File: config.mk
export PLATFORM = sky130hd
export DESIGN_NAME = i2c_reg_target
export DESIGN_NICKNAME = d
export VERILOG_FILES = /design/src/rtl/i2c_reg_target.sv
export SDC_FILE = /design/constraint.sdc
export NUM_CORES = 1
export LEC_CHECK = 0
export CORE_AREA = 4 4 119 144
export CTS_CLUSTER_DIAMETER = 80
export CTS_CLUSTER_SIZE = 10
export DETAILED_ROUTE_END_ITERATION = 10
export DIE_AREA = 0 0 123 148
export PLACE_DENSITY_LB_ADDON = 0.15
export SLEW_MARGIN = 40
export SYNTH_ARGS = -nofsm -noshare
export SYNTH_HDL_FRONTEND = slang
export SYNTH_SLANG_ARGS = --single-unit
File: constraint.sdc
create_clock -name clk -period 2.9 [get_ports clk]
set_input_delay 0.435 -clock clk [delete_from_list [all_inputs] [get_ports clk]]
set_output_delay 0.435 -clock clk [all_outputs]
set_load 0.02 [all_outputs]
File: src/rtl/i2c_reg_target.sv
// -----------------------------------------------------------------------------
// i2c_reg_target
//   I2C target with a small general-purpose register file. The system clock
//   oversamples SCL/SDA (clk must be at least 16x the SCL frequency). Writes
//   auto-increment through the registers. Reads are supported, including after
//   a repeated START. Every register write raises a one-clock strobe.
//
//   Write transfer: START, {I2C_ADDR,0}, register index, data bytes..., STOP
//   Read transfer : START, {I2C_ADDR,1}, data bytes from the pointer...
//
// Ports
//   clk       system clock
//   rst_n     asynchronous active-low reset
//   scl_in    raw SCL pad input
//   sda_in    raw SDA pad input (the wired-AND bus value)
//   sda_oe    1 = pull SDA low; SDA is never driven high
//   reg_data  flat register file, reg k = bits [8k+7:8k]
//   wr_pulse  one-clock strobe per register write
//   wr_index  index of the register written, valid with wr_pulse
//   busy      high from START until STOP or an abort to IDLE
// -----------------------------------------------------------------------------
module i2c_reg_target #(
  parameter logic [6:0] I2C_ADDR    = 7'h47,
  parameter int         NUM_REGS    = 11,
  parameter int         REG_AW      = 4,
  parameter int         SYNC_STAGES = 2,
  parameter int         READ_EN     = 1
) (
  input  logic                  clk,
  input  logic                  rst_n,
  input  logic                  scl_in,
  input  logic                  sda_in,
  output logic                  sda_oe,
  output logic [NUM_REGS*8-1:0] reg_data,
  output logic                  wr_pulse,
  output logic [REG_AW-1:0]     wr_index,
  output logic                  busy
);

  typedef enum logic [3:0] {
    S_IDLE, S_ADDR, S_ADDR_ACK, S_REG, S_REG_ACK,
    S_WDATA, S_WDATA_ACK, S_RDATA, S_RDATA_ACK
  } state_e;

  // ---------------------------------------------------------------------------
  // Input conditioning: synchroniser chain plus one history flop per line.
  // Everything resets to 1, the idle bus level, so leaving reset never looks
  // like an edge.
  // ---------------------------------------------------------------------------
  logic [SYNC_STAGES-1:0] scl_sync_q, sda_sync_q;
  logic                   scl_hist_q, sda_hist_q;

  always_ff @(posedge clk or negedge rst_n) begin
    if (!rst_n) begin
      scl_sync_q <= '1;
      sda_sync_q <= '1;
      scl_hist_q <= 1'b1;
      sda_hist_q <= 1'b1;
    end else begin
      // NOTE: non-blocking assignments make every flop take its old input
      // value at the edge. Blocking assignments here would collapse the
      // synchroniser chain into a single stage.
      scl_sync_q <= {scl_sync_q[SYNC_STAGES-2:0], scl_in};
      sda_sync_q <= {sda_sync_q[SYNC_STAGES-2:0], sda_in};
      scl_hist_q <= scl_sync_q[SYNC_STAGES-1];
      sda_hist_q <= sda_sync_q[SYNC_STAGES-1];
    end
  end

  logic scl_s, sda_s, scl_rise, scl_fall, sda_rise, sda_fall, start_cond, stop_cond;
  assign scl_s      = scl_sync_q[SYNC_STAGES-1];
  assign sda_s      = sda_sync_q[SYNC_STAGES-1];
  assign scl_rise   =  scl_s & ~scl_hist_q;
  assign scl_fall   = ~scl_s &  scl_hist_q;
  assign sda_rise   =  sda_s & ~sda_hist_q;
  assign sda_fall   = ~sda_s &  sda_hist_q;
  // SDA may only move while SCL is low. An SDA edge with SCL high is therefore
  // a bus condition, never a data bit.
  assign start_cond = sda_fall & scl_s;
  assign stop_cond  = sda_rise & scl_s;

  // ---------------------------------------------------------------------------
  // State
  // ---------------------------------------------------------------------------
  state_e            state_q, state_d;
  logic [2:0]        bit_cnt_q, bit_cnt_d;
  logic              full_q, full_d;     // 8 bits received, waiting for the SCL fall
  logic [7:0]        shift_q, shift_d;
  logic [REG_AW-1:0] ptr_q, ptr_d;
  logic              rd_q, rd_d;         // R/W bit of the accepted address
  logic              mack_q, mack_d;     // master ACK bit sampled on the 9th rise
  logic              sda_oe_q, sda_oe_d;
  logic              busy_q, busy_d;
  logic              wr_pulse_q, wr_pulse_d;
  logic [REG_AW-1:0] wr_index_q, wr_index_d;
  logic              wr_en;
  logic [7:0]        regs_q [NUM_REGS];

  logic              byte_done, receiving, addr_ok;
  logic [REG_AW-1:0] ptr_inc;
  logic [7:0]        rd_byte;

  assign receiving = (state_q == S_ADDR) || (state_q == S_REG) || (state_q == S_WDATA);
  assign byte_done = scl_fall & full_q;
  assign ptr_inc   = (ptr_q == REG_AW'(NUM_REGS - 1)) ? '0 : ptr_q + REG_AW'(1);
  assign rd_byte   = regs_q[ptr_q];
  assign addr_ok   = (shift_q[7:1] == I2C_ADDR) && (!shift_q[0] || (READ_EN != 0));

  always_ff @(posedge clk or negedge rst_n) begin
    if (!rst_n) begin
      state_q    <= S_IDLE;
      bit_cnt_q  <= '0;
      full_q     <= 1'b0;
      shift_q    <= '0;
      ptr_q      <= '0;
      rd_q       <= 1'b0;
      mack_q     <= 1'b1;
      sda_oe_q   <= 1'b0;
      busy_q     <= 1'b0;
      wr_pulse_q <= 1'b0;
      wr_index_q <= '0;
    end else begin
      state_q    <= state_d;
      bit_cnt_q  <= bit_cnt_d;
      full_q     <= full_d;
      shift_q    <= shift_d;
      ptr_q      <= ptr_d;
      rd_q       <= rd_d;
      mack_q     <= mack_d;
      sda_oe_q   <= sda_oe_d;
      busy_q     <= busy_d;
      wr_pulse_q <= wr_pulse_d;
      wr_index_q <= wr_index_d;
    end
  end

  // The register file is configuration state read directly by the datapath,
  // so it must come out of reset at a known value.
  always_ff @(posedge clk or negedge rst_n) begin
    if (!rst_n) begin
      // NOTE: this array is reset because its contents are architecturally
      // visible after reset. Leave pure storage RAMs unreset so they can map
      // onto memory macros.
      for (int k = 0; k < NUM_REGS; k++) regs_q[k] <= '0;
    end else if (wr_en) begin
      regs_q[ptr_q] <= shift_q;
    end
  end

  always_comb begin
    // NOTE: every output of this block gets a default first. Any path that
    // leaves one unassigned would infer a latch.
    state_d    = state_q;
    bit_cnt_d  = bit_cnt_q;
    full_d     = full_q;
    shift_d    = shift_q;
    ptr_d      = ptr_q;
    rd_d       = rd_q;
    mack_d     = mack_q;
    sda_oe_d   = sda_oe_q;
    busy_d     = busy_q;
    wr_pulse_d = 1'b0;
    wr_index_d = wr_index_q;

    // A completed data byte commits even if a bus condition lands in the same
    // clock. That is why this sits outside the START/STOP priority below.
    wr_en = (state_q == S_WDATA) && byte_done;
    if (wr_en) begin
      wr_pulse_d = 1'b1;
      wr_index_d = ptr_q;
      ptr_d      = ptr_inc;
    end

    if (start_cond) begin
      state_d   = S_ADDR;
      bit_cnt_d = '0;
      full_d    = 1'b0;
      sda_oe_d  = 1'b0;
      busy_d    = 1'b1;
    end else if (stop_cond) begin
      state_d   = S_IDLE;
      bit_cnt_d = '0;
      full_d    = 1'b0;
      sda_oe_d  = 1'b0;
      busy_d    = 1'b0;
    end else begin
      // Shift in MSB first. The 3-bit counter wraps to 0 on the 8th bit, and
      // full_q then holds the byte until the SCL fall that ends that bit.
      if (receiving && scl_rise && !full_q) begin
        shift_d   = {shift_q[6:0], sda_s};
        bit_cnt_d = bit_cnt_q + 3'd1;
        if (bit_cnt_q == 3'd7) full_d = 1'b1;
      end

      case (state_q)
        S_ADDR: if (byte_done) begin
          full_d = 1'b0;
          if (addr_ok) begin
            sda_oe_d = 1'b1;
            rd_d     = shift_q[0];
            state_d  = S_ADDR_ACK;
          end else begin
            state_d = S_IDLE;
            busy_d  = 1'b0;
          end
        end
        S_ADDR_ACK: if (scl_fall) begin
          if (rd_q) begin
            shift_d   = rd_byte;
            sda_oe_d  = ~rd_byte[7];
            bit_cnt_d = '0;
            state_d   = S_RDATA;
          end else begin
            sda_oe_d = 1'b0;
            state_d  = S_REG;
          end
        end
        S_REG: if (byte_done) begin
          full_d = 1'b0;
          if ({1'b0, shift_q} < 9'(NUM_REGS)) begin
            ptr_d    = shift_q[REG_AW-1:0];
            sda_oe_d = 1'b1;
            state_d  = S_REG_ACK;
          end else begin
            state_d = S_IDLE;
            busy_d  = 1'b0;
          end
        end
        S_REG_ACK: if (scl_fall) begin
          sda_oe_d = 1'b0;
          state_d  = S_WDATA;
        end
        S_WDATA: if (byte_done) begin
          full_d   = 1'b0;
          sda_oe_d = 1'b1;
          state_d  = S_WDATA_ACK;
        end
        S_WDATA_ACK: if (scl_fall) begin
          sda_oe_d = 1'b0;
          state_d  = S_WDATA;
        end
        // bit_cnt_q counts the bits already on the bus. The fall after the
        // 8th bit releases SDA so the master can drive its ACK.
        S_RDATA: if (scl_fall) begin
          if (bit_cnt_q == 3'd7) begin
            sda_oe_d = 1'b0;
            ptr_d    = ptr_inc;
            state_d  = S_RDATA_ACK;
          end else begin
            bit_cnt_d = bit_cnt_q + 3'd1;
            shift_d   = {shift_q[6:0], 1'b0};
            sda_oe_d  = ~shift_q[6];
          end
        end
        S_RDATA_ACK: begin
          if (scl_rise) begin
            mack_d = sda_s;
          end else if (scl_fall) begin
            if (!mack_q) begin
              shift_d   = rd_byte;
              sda_oe_d  = ~rd_byte[7];
              bit_cnt_d = '0;
              state_d   = S_RDATA;
            end else begin
              state_d = S_IDLE;
              busy_d  = 1'b0;
            end
          end
        end
        default: ;
      endcase
    end
  end

  for (genvar k = 0; k < NUM_REGS; k++) begin : g_flat
    assign reg_data[8*k +: 8] = regs_q[k];
  end

  assign sda_oe   = sda_oe_q;
  assign busy     = busy_q;
  assign wr_pulse = wr_pulse_q;
  assign wr_index = wr_index_q;

endmodule

[After elaboration in Yosys (flattened, before gate mapping)]
Index checks and enable logic that the tools add are counted.
Storage, ports and cells
  bits in registers: 123
  output and inout port bits: 95
  logic and storage cells: 174
Operators by class
  mux-type cells: 84
  add/subtract/negate cells: 2
  bitwise operators: 16
  eq/ne operators: 26
  reductions and logical operators: 17
  order comparisons: 3
Operator list (number)
  bitwise mux 88 bit: 1
  two-way mux 8 bit: 11
  two-way mux 4 bit: 19
  != test 4 bit, second input constant: 13
  two-way mux 3 bit: 13
  binary-select mux 8 bit (select 4 bit): 1
  demux 8 bit (select 4 bit): 1
  two-way mux 1 bit: 31
  case mux 4 bit (7 select lines): 1
  case mux 8 bit (3 select lines): 1
  == test 4 x 3 -> 1 bit, second input constant: 4
  AND reduction 12 bit: 1
  AND reduction 10 bit: 1
  case mux 3 bit (3 select lines): 1
  nonzero test 9 bit: 1
  == test 4 x 2 -> 1 bit, second input constant: 2
  == test 4 bit, second input constant: 2
  less-than comparator 8 x 4 -> 1 bit, second input constant: 1
  NOT 1 bit: 8
  case mux 4 bit (2 select lines): 1
  AND reduction 8 bit: 1
  AND 1 bit: 7
  == test 7 bit, second input constant: 1
  case mux 1 bit (7 select lines): 1
  other kinds (20): 24

[Logic depth before layout (Yosys ltp)]
Gate-level depths: netlist of the first run.
  word-level depth: 12
  mapped depth: 8

[Worst setup path after synthesis of the first run]
OpenSTA, ideal clock, no wires.
  kind: register to register
  from: reg bit_cnt_q[0]
  to: reg shift_q[2]
  library setup time: 0.095 ns
  arrival time: 1.815 ns
  required time: 2.805 ns
  stages on the path, launching flop included: 9
  path slack: 0.989 ns
  path through: dfrtp_1 > ha_1 > ha_1 > clkbuf_1 > nor3_1 > or2_1 > buf_2 > a221oi_1 > o31ai_1
On the way
  cells in the longest elaborated chain, start to end: 4
RTL lines
  from (decl): RTL line 86  | logic [2:0] bit_cnt_q, bit_cnt_d;
  from (signal assigned): RTL line 124  | bit_cnt_q <= bit_cnt_d;
  == test 3 bit: RTL line 245  | if (bit_cnt_q == 3'd7) begin
  two-way mux 8 bit: RTL line 245
  two-way mux 8 bit: RTL line 244  | S_RDATA: if (scl_fall) begin
  case mux 8 bit (3 select lines): RTL line 195  | case (state_q)
  to (signal assigned): RTL line 126  | shift_q <= shift_d;
  to (decl): RTL line 88  | logic [7:0] shift_q, shift_d;
No other way between the ends.
A chain may end at the register's enable or synchronous reset.

[Final worst setup path of the first run]
  from: reg scl_hist_q
  to: reg regs_q, in the netlist reg_data[59]
On the way
  cells in the longest elaborated chain, start to end: 3
RTL lines
  from (decl): RTL line 51  | logic scl_hist_q, sda_hist_q;
  from (signal assigned): RTL line 65  | scl_hist_q <= scl_sync_q[SYNC_STAGES-1];
  AND 1 bit: RTL line 74  | assign scl_fall = ~scl_s & scl_hist_q;
  AND 1 bit: RTL line 104  | assign byte_done = scl_fall & full_q;
  logical AND 1 bit: RTL line 167  | wr_en = (state_q == S_WDATA) && byte_done;
  to (signal, indexed assignment): RTL line 146  | regs_q[ptr_q] <= shift_q;
  to (decl): RTL line 97  | logic [7:0] regs_q [NUM_REGS];
No other way between the ends.

==> results.ini, run 1 <==
[synth]
syn_area_per_cell_sq_um=12.0
yosysTopAreaCellShare_pct=47.0
ys_types=65
postSynth.asyncResetShare_pct=100
yosysWarnings=0
ys_top_cells_by_area=dfrtp_1, mux2_2, mux4_2
synth_edf_count=0
syn_area_sq_mm=0.00618
yosysSeqAreaShare_pct=49.9
synth_ff_type=dfrtp_1
ys_ff_latch=123
synth.largest_area_cell=dfrtp_1
syn_inst=516
syn-num-nets=522

[route]
wl_per_cell_um=21.4
drt_first_pass_iters=4
wirelength_um=18000
drcViolationCount=0
drtIter0Drc=262
drtAntennaViolNets=0
vias=4671
routed_via_density=5.56

[pwr]
vdd_drop_max_uv=340
p_leak_nw=3.57
p_seq_share_pct=41.7
pwr-share-clk_pct=54.8
cellInternalPower_mw=3.34
p_sw_mw=0.996
pwr-share-comb_pct=3.5
power_density_mw_per_mm2=534
power.share.switching_pct=23.0

[clock_network]
cts_tree=done
cts-buffers-inserted=17
cts_sinks=123
cts_resized=0
insertion_delay_ns=0.42
post_cts_buffers=0
cts.clk_slew.worst_paths_ns=0.06
htreeDepth=4
cts_root_buf=clkbuf_16
clock_path_buffers=2

[sta]
period_share_pct=87.5
fin_crit_ns=2.54
rsz0062_at_grt=false
worst_clock_skew_ns=0.00843
hold_viol_final=0
finalSetupViolations=0
worst_pin_slew_ns=0.687
fin_setup_tns_ns=0
slew_headroom_pct=54.0
maxSlewViolCount=0
fmax_mhz=394

[grt]
use_met1_pct=26.8
busiest_layer=met2
grt_overflow=0
use_met3_pct=4.98
grt_pass1_wl_um=29100
antenna_found_initial=0
grt_pass1_vias=4991
grt_usage_pct=21.1
grt_max_degree=59
use_met2_pct=35.5

[worst_setup_path]
end_kind=flop
rrSetupSlack_ns=0.36
criticalPathCategory=reg -> reg
slowest_stage=dfstp_2
r2r_start=scl_hist_q
cp_cell_sequence=and3b_1 -> nand2_1 -> inv_1 -> and3_1 -> mux2_2
crit_arrival_ns=2.84
r2r_end=reg_data[59]
critPathCapture=reg_data[59]
r2r_cells=5
crit_fanout=11
critPathTopFamily=simple AND/OR/NAND/NOR gates
start_kind=flop
cp_slowest_stage_delay_ns=0.58
cp.depth=5
cp.required_ns=3.20
worst-path-buf-inv=1
crit_start=scl_hist_q

[min_path]
hold_class=reg -> reg

[finish]
antennaDiodeCount=0
drive_above_1_share_pct=28.2
post-route-util_pct=52.2
fillers=1400
final_nets=625
multiInputGateArea_sq_mm=0.00287
synthToLayoutAreaGrowth_pct=31.4
ff_latch_area_sq_mm=0.00309

[run_status]
status=finished clean

[floorplan]
rows=50
dieWidth_um=123
core_sq_mm=0.0156
die_area_sq_mm=0.0182
io_pins=99
start_util_pct=39.7
dieHeight_um=148

[placement]
dpl.hpwl_um=12800
port_buffers=98
gp_congestion=0.882

[run]
cap_violations=0

## per-layer routing
layer	wire length, um	share of wire [%]
met1	7610	42
met2	9290	52
met3	745	4.1
met4	362	2.0
met5	0	0
## worst reg2reg max path, delay by kind of cell, from the launching register on
family	cells	cell delay (ns)
mux	1	0.41
simple gates	3	1.20
flops	1	0.58
buf+inv	1	0.23
## how the worst min path moves through the flow
stage                  startpoint       endpoint  depth (start not counted)
floorplan                   rst_n   bit_cnt_q[0]                          0
global placement    sda_sync_q[0]  sda_sync_q[1]                          0
detailed placement  sda_sync_q[0]  sda_sync_q[1]                          0
CTS                 sda_sync_q[0]  sda_sync_q[1]                          0
global route        sda_sync_q[0]  sda_sync_q[1]                          0
finish              sda_sync_q[0]  sda_sync_q[1]                          0
## cells in the mapped netlist (7+ instances only)
cell	count
o21ai_0	19
buf_2	18
a21oi_1	20
nor2_1	15
nand3_1	9
mux4_2	16
dfstp_2	7
nand2_1	50
dfrtp_1	116
mux2_2	85
nor2b_1	8
inv_1	7
clkbuf_1	15
mux2i_1	15
## stage by stage
stage / hold slack [ns] / cells / setup WS (ns) / total power, mW / area [sq um]
after floorplan: 0.139 / 516 / 0.989 / 1.90 / 6180
after global placement: 0.350 / 807 / 0.506 / 1.99 / 7450
after detailed placement: 0.349 / 807 / 0.412 / 1.99 / 7450
after CTS: 0.357 / 840 / 0.398 / 4.38 / 8130
after global routing: 0.358 / 840 / 0.230 / 4.48 / 8130
final: 0.355 / 840 / 0.362 / 4.34 / 8130
## power groups by stage
| stage | combinational (mW) | clock [mW] | sequential, mW |
|---|---|---|---|
| 2_1_floorplan | 0.108 | 0 | 1.79 |
| 3_3_place_gp | 0.152 | 0 | 1.84 |
| 3_5_place_dp | 0.153 | 0 | 1.84 |
| 4_1_cts | 0.155 | 2.41 | 1.81 |
| 5_1_grt | 0.171 | 2.49 | 1.82 |
| 6_report | 0.152 | 2.38 | 1.81 |
## cell families (layout without fill, tap and decap cells)
kind of cell               Yosys count  count (layout)  synth area share, %
xor gates and xnor gates             2               2                0.283
and+or+nand+nor                    124             124                 10.7
AOI/OAI and AO/OA                   99              99                 11.0
adders and majority gates            2               2                0.405
buffers and inverters               48             164                 3.58
DFF                                123             123                 49.9
muxes                              118             118                 24.1
## final cells by class
type	instances	area share (%)
clock buffers	17	5.24
clock inverters	15	2.89
inverters	8	0.370
multi-input cells	345	35.4
flip-flops and latches	123	38.0
well taps	208	3.20
repair buffers	124	14.9
## state kept, by name (all words and copies together) (netlist names), 2 cells and up
signal	cells
reg_data	88
ptr_q	4
sda_sync_q	2
scl_sync_q	2
wr_index	4
bit_cnt_q	3
shift_q	8
state_q	4
## what timing repair did
item | 4_1_cts | 5_1_grt
hold buffers | 1 | 0
endpoints found under the setup margin | 0 | 0
hold endpoints to repair | 22 | 0
## cells in the final DEF (no fill, tap or decap), types with 3 or more instances in the layout
| cell type | count |
|---|---|
| clkdlybuf4s50_1 | 97 |
| o21ai_0 | 19 |
| nand2_2 | 4 |
| nor2_1 | 15 |
| o2bb2ai_1 | 3 |
| inv_6 | 4 |
| a2bb2oi_1 | 4 |
| and4b_1 | 3 |
| o21a_1 | 3 |
| buf_12 | 3 |
| mux2i_1 | 15 |
| mux4_2 | 16 |
| a21oi_1 | 20 |
| nor3_1 | 6 |
| bufinv_16 | 5 |
| a211oi_1 | 6 |
| nor2b_1 | 8 |
| a221o_1 | 4 |
| nand3b_1 | 3 |
| o211ai_1 | 6 |
| nand2_1 | 50 |
| buf_4 | 23 |
| nand3_1 | 9 |
| a22oi_1 | 4 |
| or3_1 | 3 |
| clkbuf_16 | 17 |
| dfrtp_1 | 116 |
| inv_1 | 7 |
| clkinv_4 | 3 |
| o22ai_1 | 4 |
| and2_1 | 3 |
| mux2_2 | 85 |
| o31ai_1 | 6 |
| dfstp_2 | 7 |
| a221oi_1 | 4 |
| a31oi_1 | 4 |
No activity file was read; power rests on OpenSTA's default activity.
==> inputs of run 2 (changes only) <==
- SETUP_SLACK_MARGIN: not set -> 0.5
==> run 2 against run 1 <==
Compared with the run above:
- sequential cell count unchanged
- clock-buffer cell count unchanged
- power about the same
- sequential share of layout area down 0.070 points
==> results.ini, run 2 (synthesis results as in run 1) <==
[run_status]
status=finished clean

[worst_setup_path]
end_kind=flop
crit_path_frequent_cell=ha_1
cp_cell_sequence=ha_1 -> ha_1 -> nor3_1 -> or2_1 -> a221oi_1 -> o31ai_1
crit_fanout=11  ; unchanged
critPathTopFamily=simple AND/OR/NAND/NOR gates
cp.required_ns=3.22  ; +0.02 ns
start_kind=flop
worst-path-buf-inv=0  ; -1
criticalPathCategory=reg -> reg
slowest_stage=dfrtp_1
cp_slowest_stage_delay_ns=0.39  ; -0.19 ns
crit_arrival_ns=2.53  ; -0.31 ns
rrSetupSlack_ns=0.68  ; +0.32 ns

[floorplan]
start_util_pct=39.7  ; unchanged
dieHeight_um=148  ; unchanged
dieWidth_um=123  ; unchanged
core_sq_mm=0.0156  ; unchanged
die_area_sq_mm=0.0182  ; unchanged
rows=50  ; unchanged
io_pins=99  ; unchanged

[finish]
final_nets=625  ; unchanged
layout.cells.most_common_list=dfrtp_1, clkdlybuf4s50_1, mux2_2
final_common_cell=dfrtp_1
instances_no_fill=840  ; unchanged
largest_reg_flops=88  ; unchanged
drive_above_1_share_pct=28.6  ; +0.47 points
synthToLayoutAreaGrowth_pct=31.7
antennaDiodeCount=0  ; unchanged

[grt]
grt_max_degree=59  ; unchanged
antenna_found_initial=0  ; unchanged
grt_usage_pct=21.1  ; unchanged
grt_pass1_vias=4991  ; unchanged
grt_pass1_wl_um=29100  ; unchanged
grt_overflow=0  ; unchanged

[clock_network]
insertion_delay_ns=0.42  ; about the same
cts-buffers-inserted=17  ; unchanged
htreeDepth=4  ; unchanged
cts_root_buf=clkbuf_16
cts_sinks=123  ; unchanged
cts_tree=done
clock_path_buffers=2  ; unchanged
cts.clk_slew.worst_paths_ns=0.06  ; about the same

[run]
cap_violations=0  ; unchanged

[sta]
worst_pin_slew_ns=0.687  ; +0.000450 ns
slew_headroom_pct=53.9  ; about the same
fin_crit_ns=2.22  ; -0.322 ns
rsz0062_at_grt=false
hold_viol_final=0  ; unchanged
period_share_pct=76.4  ; -11 points
fin_setup_tns_ns=0  ; unchanged
worst_clock_skew_ns=0.00862  ; +0.000199 ns
finalSetupViolations=0  ; unchanged
fmax_mhz=451  ; +15%
maxSlewViolCount=0  ; unchanged

[pwr]
power_density_mw_per_mm2=533  ; -0.26%
vdd_drop_max_uv=340  ; about the same
p_leak_nw=3.59  ; +0.50%

[route]
drt_first_pass_iters=4  ; unchanged
drtAntennaViolNets=0  ; unchanged
wirelength_um=18000  ; about the same
vias=4674  ; +0.064%
drtIter0Drc=263  ; +0.38%
routed_via_density=5.56  ; about the same
drcViolationCount=0  ; unchanged
wl_per_cell_um=21.4  ; about the same

[placement]
port_buffers=98  ; unchanged
dpl.hpwl_um=12800  ; unchanged
gp_congestion=0.882  ; unchanged
placed_cells=807  ; unchanged

[min_path]
hold_class=reg -> reg

run 2: metal layers:
metal / wire length [um] / GRT usage, % / part of all wire [%] / up-vias
met5: 0 / 0 / 0 / -
met4: 349 / 6.43 / 1.9 / 0
met3: 828 / 4.98 / 4.6 / 28
met2: 9310 / 35.5 / 52 / 125
met1: 7530 / 26.8 / 42 / 2385
li1: - / - / - / 2136
run 2: path summary, 6_finish.rpt:
| check | start | endpoint | depth (start not counted) |
|---|---|---|---|
| max in group asynchronous | rst_n | reg_data[57] | 3 |
| max | bit_cnt_q[0] | shift_q[2] | 6 |
| min reg2reg | sda_sync_q[0] | sda_sync_q[1] | 0 |
| min | sda_sync_q[0] | sda_sync_q[1] | 0 |
| max reg2reg | bit_cnt_q[0] | shift_q[2] | 6 |
| min in group asynchronous | rst_n | reg_data[80] | 2 |
run 2: timing repair:
action | in CTS | in global routing
hold buffers | 1 | 0
gates resized for setup | 2 | 2
gates cloned | 0 | 0
endpoints found under the hold margin | 22 | 0
buffers inserted | 0 | 0
endpoints found under the setup margin | 15 | 2
run 2: report_power, final:
part           total [mW]  internal, mW  switching [mW]
combinational       0.152        0.0561          0.0958
sequential           1.81          1.74          0.0682
clock                2.37          1.54           0.829
run 2: cell type report:
cell class              instances  area, sq um
clock inverters                15          235
clock buffers                  17          425
inverters                       8         30.0
well taps                     208          260
repair buffers                124         1210
fillers                      1397         7440
multi-input cells             345         2890
flip-flops and latches        123         3090
run 2: per-stage QoR:
| stage | worst slack, ns | power, mW | instance area, sq um | util (%) | hold slack, ns |
|---|---|---|---|---|---|
| 6_report | 0.684 | 4.34 | 8140 | 52.3 | 0.355 |
| 5_1_grt | 0.533 | 4.48 | 8140 | 52.3 | 0.358 |
| 4_1_cts | 0.607 | 4.38 | 8130 | 52.2 | 0.357 |
| 3_5_place_dp | 0.412 | 1.99 | 7450 | 47.9 | 0.349 |
| 3_3_place_gp | 0.506 | 1.99 | 7450 | 47.9 | 0.350 |
| 2_1_floorplan | 0.989 | 1.90 | 6180 | - | 0.139 |
==> variant 1, RTL diff (config.mk and constraints of run 2) <==
Add an input register stage for `scl_in` and `sda_in`, with the module's reset; this delays them by one clock.
--- a/src/rtl/i2c_reg_target.sv
+++ b/src/rtl/i2c_reg_target.sv
@@ -42,6 +42,19 @@
     S_WDATA, S_WDATA_ACK, S_RDATA, S_RDATA_ACK
   } state_e;
 
+  logic scl_q;
+  logic sda_q;
+
+  always_ff @(posedge clk or negedge rst_n) begin
+    if (!rst_n) begin
+      scl_q <= '0;
+      sda_q <= '0;
+    end else begin
+      scl_q <= scl_in;
+      sda_q <= sda_in;
+    end
+  end
+
   // ---------------------------------------------------------------------------
   // Input conditioning: synchroniser chain plus one history flop per line.
   // Everything resets to 1, the idle bus level, so leaving reset never looks
@@ -60,8 +73,8 @@
       // NOTE: non-blocking assignments make every flop take its old input
       // value at the edge. Blocking assignments here would collapse the
       // synchroniser chain into a single stage.
-      scl_sync_q <= {scl_sync_q[SYNC_STAGES-2:0], scl_in};
-      sda_sync_q <= {sda_sync_q[SYNC_STAGES-2:0], sda_in};
+      scl_sync_q <= {scl_sync_q[SYNC_STAGES-2:0], scl_q};
+      sda_sync_q <= {sda_sync_q[SYNC_STAGES-2:0], sda_q};
       scl_hist_q <= scl_sync_q[SYNC_STAGES-1];
       sda_hist_q <= sda_sync_q[SYNC_STAGES-1];
     end
Behaviour: not the same (a bounded check fails within 4 cycles, from zero or initial values and one cycle with rst_n low).
==> variant 1 against run 2 <==
Clock skew up 0.00074 ns. Fmax fell by 2.9%. Sequential cell count up 2. Final area rose by 1.9%. Non-clock buffer count is 2 lower. Wire length up 7.0%. Synthesized area increased by 2.7%. Worst setup slack lost 0.066 ns.
Power is not compared: it rests on default switching activity, and its combinational part moved more than twofold at a synthesized area within 25%.
==> variant 1: results (changes against run 2) <==
| Metric | Value |
|---|---|
| Met3 track demand over resource | `4.55% (-0.42 points)` |
| Yosys cell types | `82 (+26%)` |
| Hpwl dp | `13600 µm (+6.2%)` |
| Met2 Track Usage GR | `36.8% (+1.3 points)` |
| Number of H-tree levels | `4 (unchanged)` |
| Crit path max-delay cell type | `or4b_4` |
| CP max stage delay | `0.50 ns (+0.11 ns)` |
| Post-synthesis sequential area ratio | `49.4% (-0.52 points)` |
| Met1 Wirelength | `7620 µm (+1.2%)` |
| Status | `completed` |
| Worst min path class | `in -> async` |
| Clock buffer depth | `2 (unchanged)` |
| Layout Skew | `0.00936 ns (+0.000740 ns)` |
| Syn Nets | `518 (-0.77%)` |
| Number of buffers created by CTS | `17 (unchanged)` |
| Total GRT Usage | `22.0% (+0.89 points)` |
| Largest net degree at the start of global routing | `51 (-14%)` |
| Worst vdd ir | `between 0.0003 and 0.0004 V` |
| Drt first pass iters | `5 (+1)` |
| Clk root buf | `clkbuf_16` |
| Met2 WL | `10000 µm (+7.7%)` |
| Seq. pwr | `2110 µW` |
| Vias in the first global route | `5106 (+2.3%)` |
| First DRT Iteration DRCs | `411 (+56%)` |
| Final GP Congestion | `0.859 (-2.6%)` |
| Hold slack final | `0.0349 ns (-0.320 ns)` |
| DP Area | `7580 µm² (+1.7%)` |
| Setup bufs post-CTS | `0 (unchanged)` |
| Period Utilization, post-route | `78.7% (+2.3 points)` |
| Top post-synthesis cells by area | `dfrtp_1 47%, mux2_2 15%, mux4_2 5.7%, dfstp_2 2.9%, mux2i_1 2.4%` |
| R2R Setup Slk | `0.62 ns (-0.07 ns)` |
| CP startpoint | `state_q[1]$_DFFE_PN0P_` |
| Worst setup path endpoint | `shift_q[6]$_DFFE_PN0P_` |
| IO Port Bufs | `98 (unchanged)` |
| Nets | `624 (-0.16%)` |
| Share of cells above drive strength 1 | `29.1% (+0.45 points)` |
| Fin cells | `837 (-0.36%)` |
| DR WL/cell | `23.0 µm (+7.4%)` |
| Met3 WL | `1050 µm (+27%)` |
| Cells after DPL | `800 (-0.87%)` |
| Crit path DAT | `2.58 ns (+0.05 ns)` |
| Power, Total | `4950 µW` |
| Initial antenna violation count | `0 (unchanged)` |
| Dpl ws | `0.334 ns (-0.0778 ns)` |
| First-pass GRT wire length | `29900 µm (+3.0%)` |
| Syn Inst Count | `512 (-0.78%)` |
| CP Max Fanout | `22 (+11)` |
| R2R depth | `6 (unchanged)` |
| Most frequent cells after synthesis | `118 x dfrtp_1, 83 x mux2_2, 30 x nand2_1, 19 x a21oi_1, 19 x clkbuf_1` |
| Clock slew at reported path FFs | `0.06 ns (about the same)` |
| Vias per cell | `5.78 (+3.9%)` |
| Global Route met1 Usage | `27.5% (+0.65 points)` |
| Post-CTS Resized | `1 (-1)` |
| Worst Tran Pin Value | `0.689 ns (+0.00158 ns)` |
[variant 1: cell count changes after synthesis, sizes merged, moves of 4 or more]
cell and change:
nand2 -23, a211o +4, clkbuf +4, a22o +4
and2 +4, nand2b +4, o31ai -4, buf -9
mux2 +5
[variant 1: kinds of logic after synthesis]
logic type	after synthesis	share of synthesized area [%]
buffers and inverters	44	3.05
and+or+nand+nor	113	10.5
adders and majority gates	2	0.394
muxes	123	24.4
DFF	125	49.4
xor gates and xnor gates	2	0.276
AOI/OAI and AO/OA	103	12.0
[variant 1: worst reg2reg max path, cell delays in order (launching register included)]
cell and delay [ns]:
dfrtp_1 0.40, buf_4 0.28, or4b_4 0.50, o211ai_2 0.11, a31oi_4 0.16, or2_0 0.36, a221o_1 0.33
[variant 1: cell type report]
type / count / area [µm²]
repair buffers: 122 / 1220
well taps: 208 / 260
fillers: 1406 / 7290
flip-flops and latches: 125 / 3140
multi-input cells: 343 / 3050
inverters: 9 / 35.0
clock inverters: 11 / 144
clock buffers: 19 / 443
==> variant 2, RTL diff (flow settings as in run 2) <==
Made on the original files. The parameter `NUM_REGS` goes from 11 to 12.
--- a/src/rtl/i2c_reg_target.sv
+++ b/src/rtl/i2c_reg_target.sv
@@ -21,7 +21,7 @@
 // -----------------------------------------------------------------------------
 module i2c_reg_target #(
   parameter logic [6:0] I2C_ADDR    = 7'h47,
-  parameter int         NUM_REGS    = 11,
+  parameter int         NUM_REGS    = 12,
   parameter int         REG_AW      = 4,
   parameter int         SYNC_STAGES = 2,
   parameter int         READ_EN     = 1
Interface: changed (resized reg_data); port bits go from 99 to 107. The function was not compared with the original's and may differ.
==> variant 2 against run 2 <==
Total power decreased by 2.4%. Count of clock-buffer cells in the layout is 4 higher. Sequential cell count is 8 higher. Critical path depth shrank 1. Wire length rose by 3.2%. Non-clock buffer count shrank 3. Synthesized area is 6.9% higher. Final area up 4.1%. Worst setup slack got worse by 0.079 ns. Final cell count shrank 0.36%. First-iteration DRC count increased by 33%. Critical path type unchanged. Core utilization increased by 2.2 points. Critical endpoint is now reg_data[51]$_DFFE_PN0P_.
==> variant 2: results (changes against run 2) <==
| Metric | Value |
|---|---|
| Status | `completed` |
| Vias per cell | `5.66 (+1.7%)` |
| CP max stage delay | `0.68 ns (+0.29 ns)` |
| Met2 WL | `9490 µm (+1.9%)` |
| Leak pwr | `0.00366 µW (+2.0%)` |
| Worst min path class | `in -> async` |
| Hpwl dp | `13200 µm (+2.8%)` |
| Final GP Congestion | `0.870 (-1.4%)` |
| Sequential Power Share | `46.3% (+4.5 points)` |
| Reg-to-Reg Start | `scl_sync_q[1]$_DFF_PN1_` |
| Drt first pass iters | `4 (unchanged)` |
| Syn Inst Count | `513 (-0.58%)` |
| Post-synthesis sequential area ratio | `49.7% (-0.21 points)` |
| Power density over the cells | `499 nW/µm² (-6.3%)` |
| CP Max Fanout | `21 (+10)` |
| Nets | `626 (+0.16%)` |
| Fin cells | `837 (-0.36%)` |
| Switching Share | `23.9% (+0.95 points)` |
| Met3 WL | `833 µm (+0.60%)` |
| IO Port Bufs | `106 (+8.2%)` |
| FF-to-FF End | `reg_data[51]$_DFFE_PN0P_` |
| Worst vdd ir | `0.000288 V (-15%)` |
| Crit path DAT | `2.60 ns (+0.07 ns)` |
| Slew headroom | `51.1% (-2.9 points)` |
| Post-Route WL | `18600 µm (+3.2%)` |
| Most frequent cells after synthesis | `124 x dfrtp_1, 95 x mux2_2, 24 x clkbuf_1, 23 x mux4_2, 19 x nand2_1` |
| First-pass GRT wire length | `30100 µm (+3.6%)` |
| Dpl ws | `0.540 ns (+0.128 ns)` |
| Max reg flops | `96 (+9.1%)` |
| Largest net degree at the start of global routing | `61 (+3.4%)` |
| Vias in the first global route | `5111 (+2.4%)` |
| Crit path max-delay cell type | `dfstp_2` |
| Post-route setup slack | `0.605 ns (-0.0793 ns)` |
| Cells after DPL | `805 (-0.25%)` |
| First DRT Iteration DRCs | `351 (+33%)` |
| Total GRT Usage | `21.9% (+0.86 points)` |
| Share of cells above drive strength 1 | `31.8% (+3.2 points)` |
| DP Area | `7880 µm² (+5.7%)` |
| Top post-synthesis cells by area | `dfrtp_1 47%, mux2_2 16%, mux4_2 7.8%, dfstp_2 2.8%, a211oi_1 1.5%` |
| Met1 Wirelength | `7950 µm (+5.6%)` |
| Layout Skew | `0.00908 ns (+0.000455 ns)` |
| Syn Nets | `523 (+0.19%)` |
==> variant 2: cell types whose count changed after synthesis, moves of 5 or more <==
cell      before  now
mux2_2        85   95
nand2b_1       2   12
a221o_1        4    9
mux4_2        16   23
o31ai_1        6    1
buf_2         18    5
dfrtp_1      116  124
nand2_1       50   19
clkbuf_1      15   24
o211ai_1       6    1
nor2b_1        8   14
a211oi_1       6   13
mux2i_1       15    9
==> variant 2: kinds of logic after synthesis <==
logic type	count (synthesis)	synth area share [%]
mux	129	25.7
simple gates	109	9.94
compound gates	91	10.1
flops	131	49.7
fa+ha+maj	6	1.14
xor+xnor	2	0.265
buf+inv	45	3.16
==> variant 2: worst min-delay path by stage <==
stage | cells past startpoint | slack, ns | end
floorplan | 0 | 0.14 | bit_cnt_q[0]$_DFF_PN0_
global route | 1 | 0.04 | busy$_DFFE_PN0P_
CTS | 1 | 0.02 | state_q[1]$_DFFE_PN0P_
detailed placement | 0 | 0.35 | scl_sync_q[1]$_DFF_PN1_
global placement | 0 | 0.35 | sda_sync_q[1]$_DFF_PN1_
finish | 1 | 0.01 | busy$_DFFE_PN0P_
==> variant 2: layout make-up <==
class                      count  area [µm²]
timing repair buffer         121        1180
clock buffer                  21         460
clock inverter                11         128
multi-input combinational    337        3120
inverter                       8        30.0
sequential                   131        3290
fill                        1359        7100
tap                          208         260
==> variant 2: routing by layer <==
metal / vias to the layer above / global-route usage, %
met5: - / 0
met4: 0 / 6.48
met3: 21 / 5.05
met2: 132 / 36.1
met1: 2445 / 29.0
li1: 2139 / -
==> variant 2: timing repair <==
item                                    4_1_cts  5_1_grt
hold buffers                                  0        0
endpoints found under the setup margin        0       12
gates resized for setup                       0        5
endpoints found under the hold margin         0        0
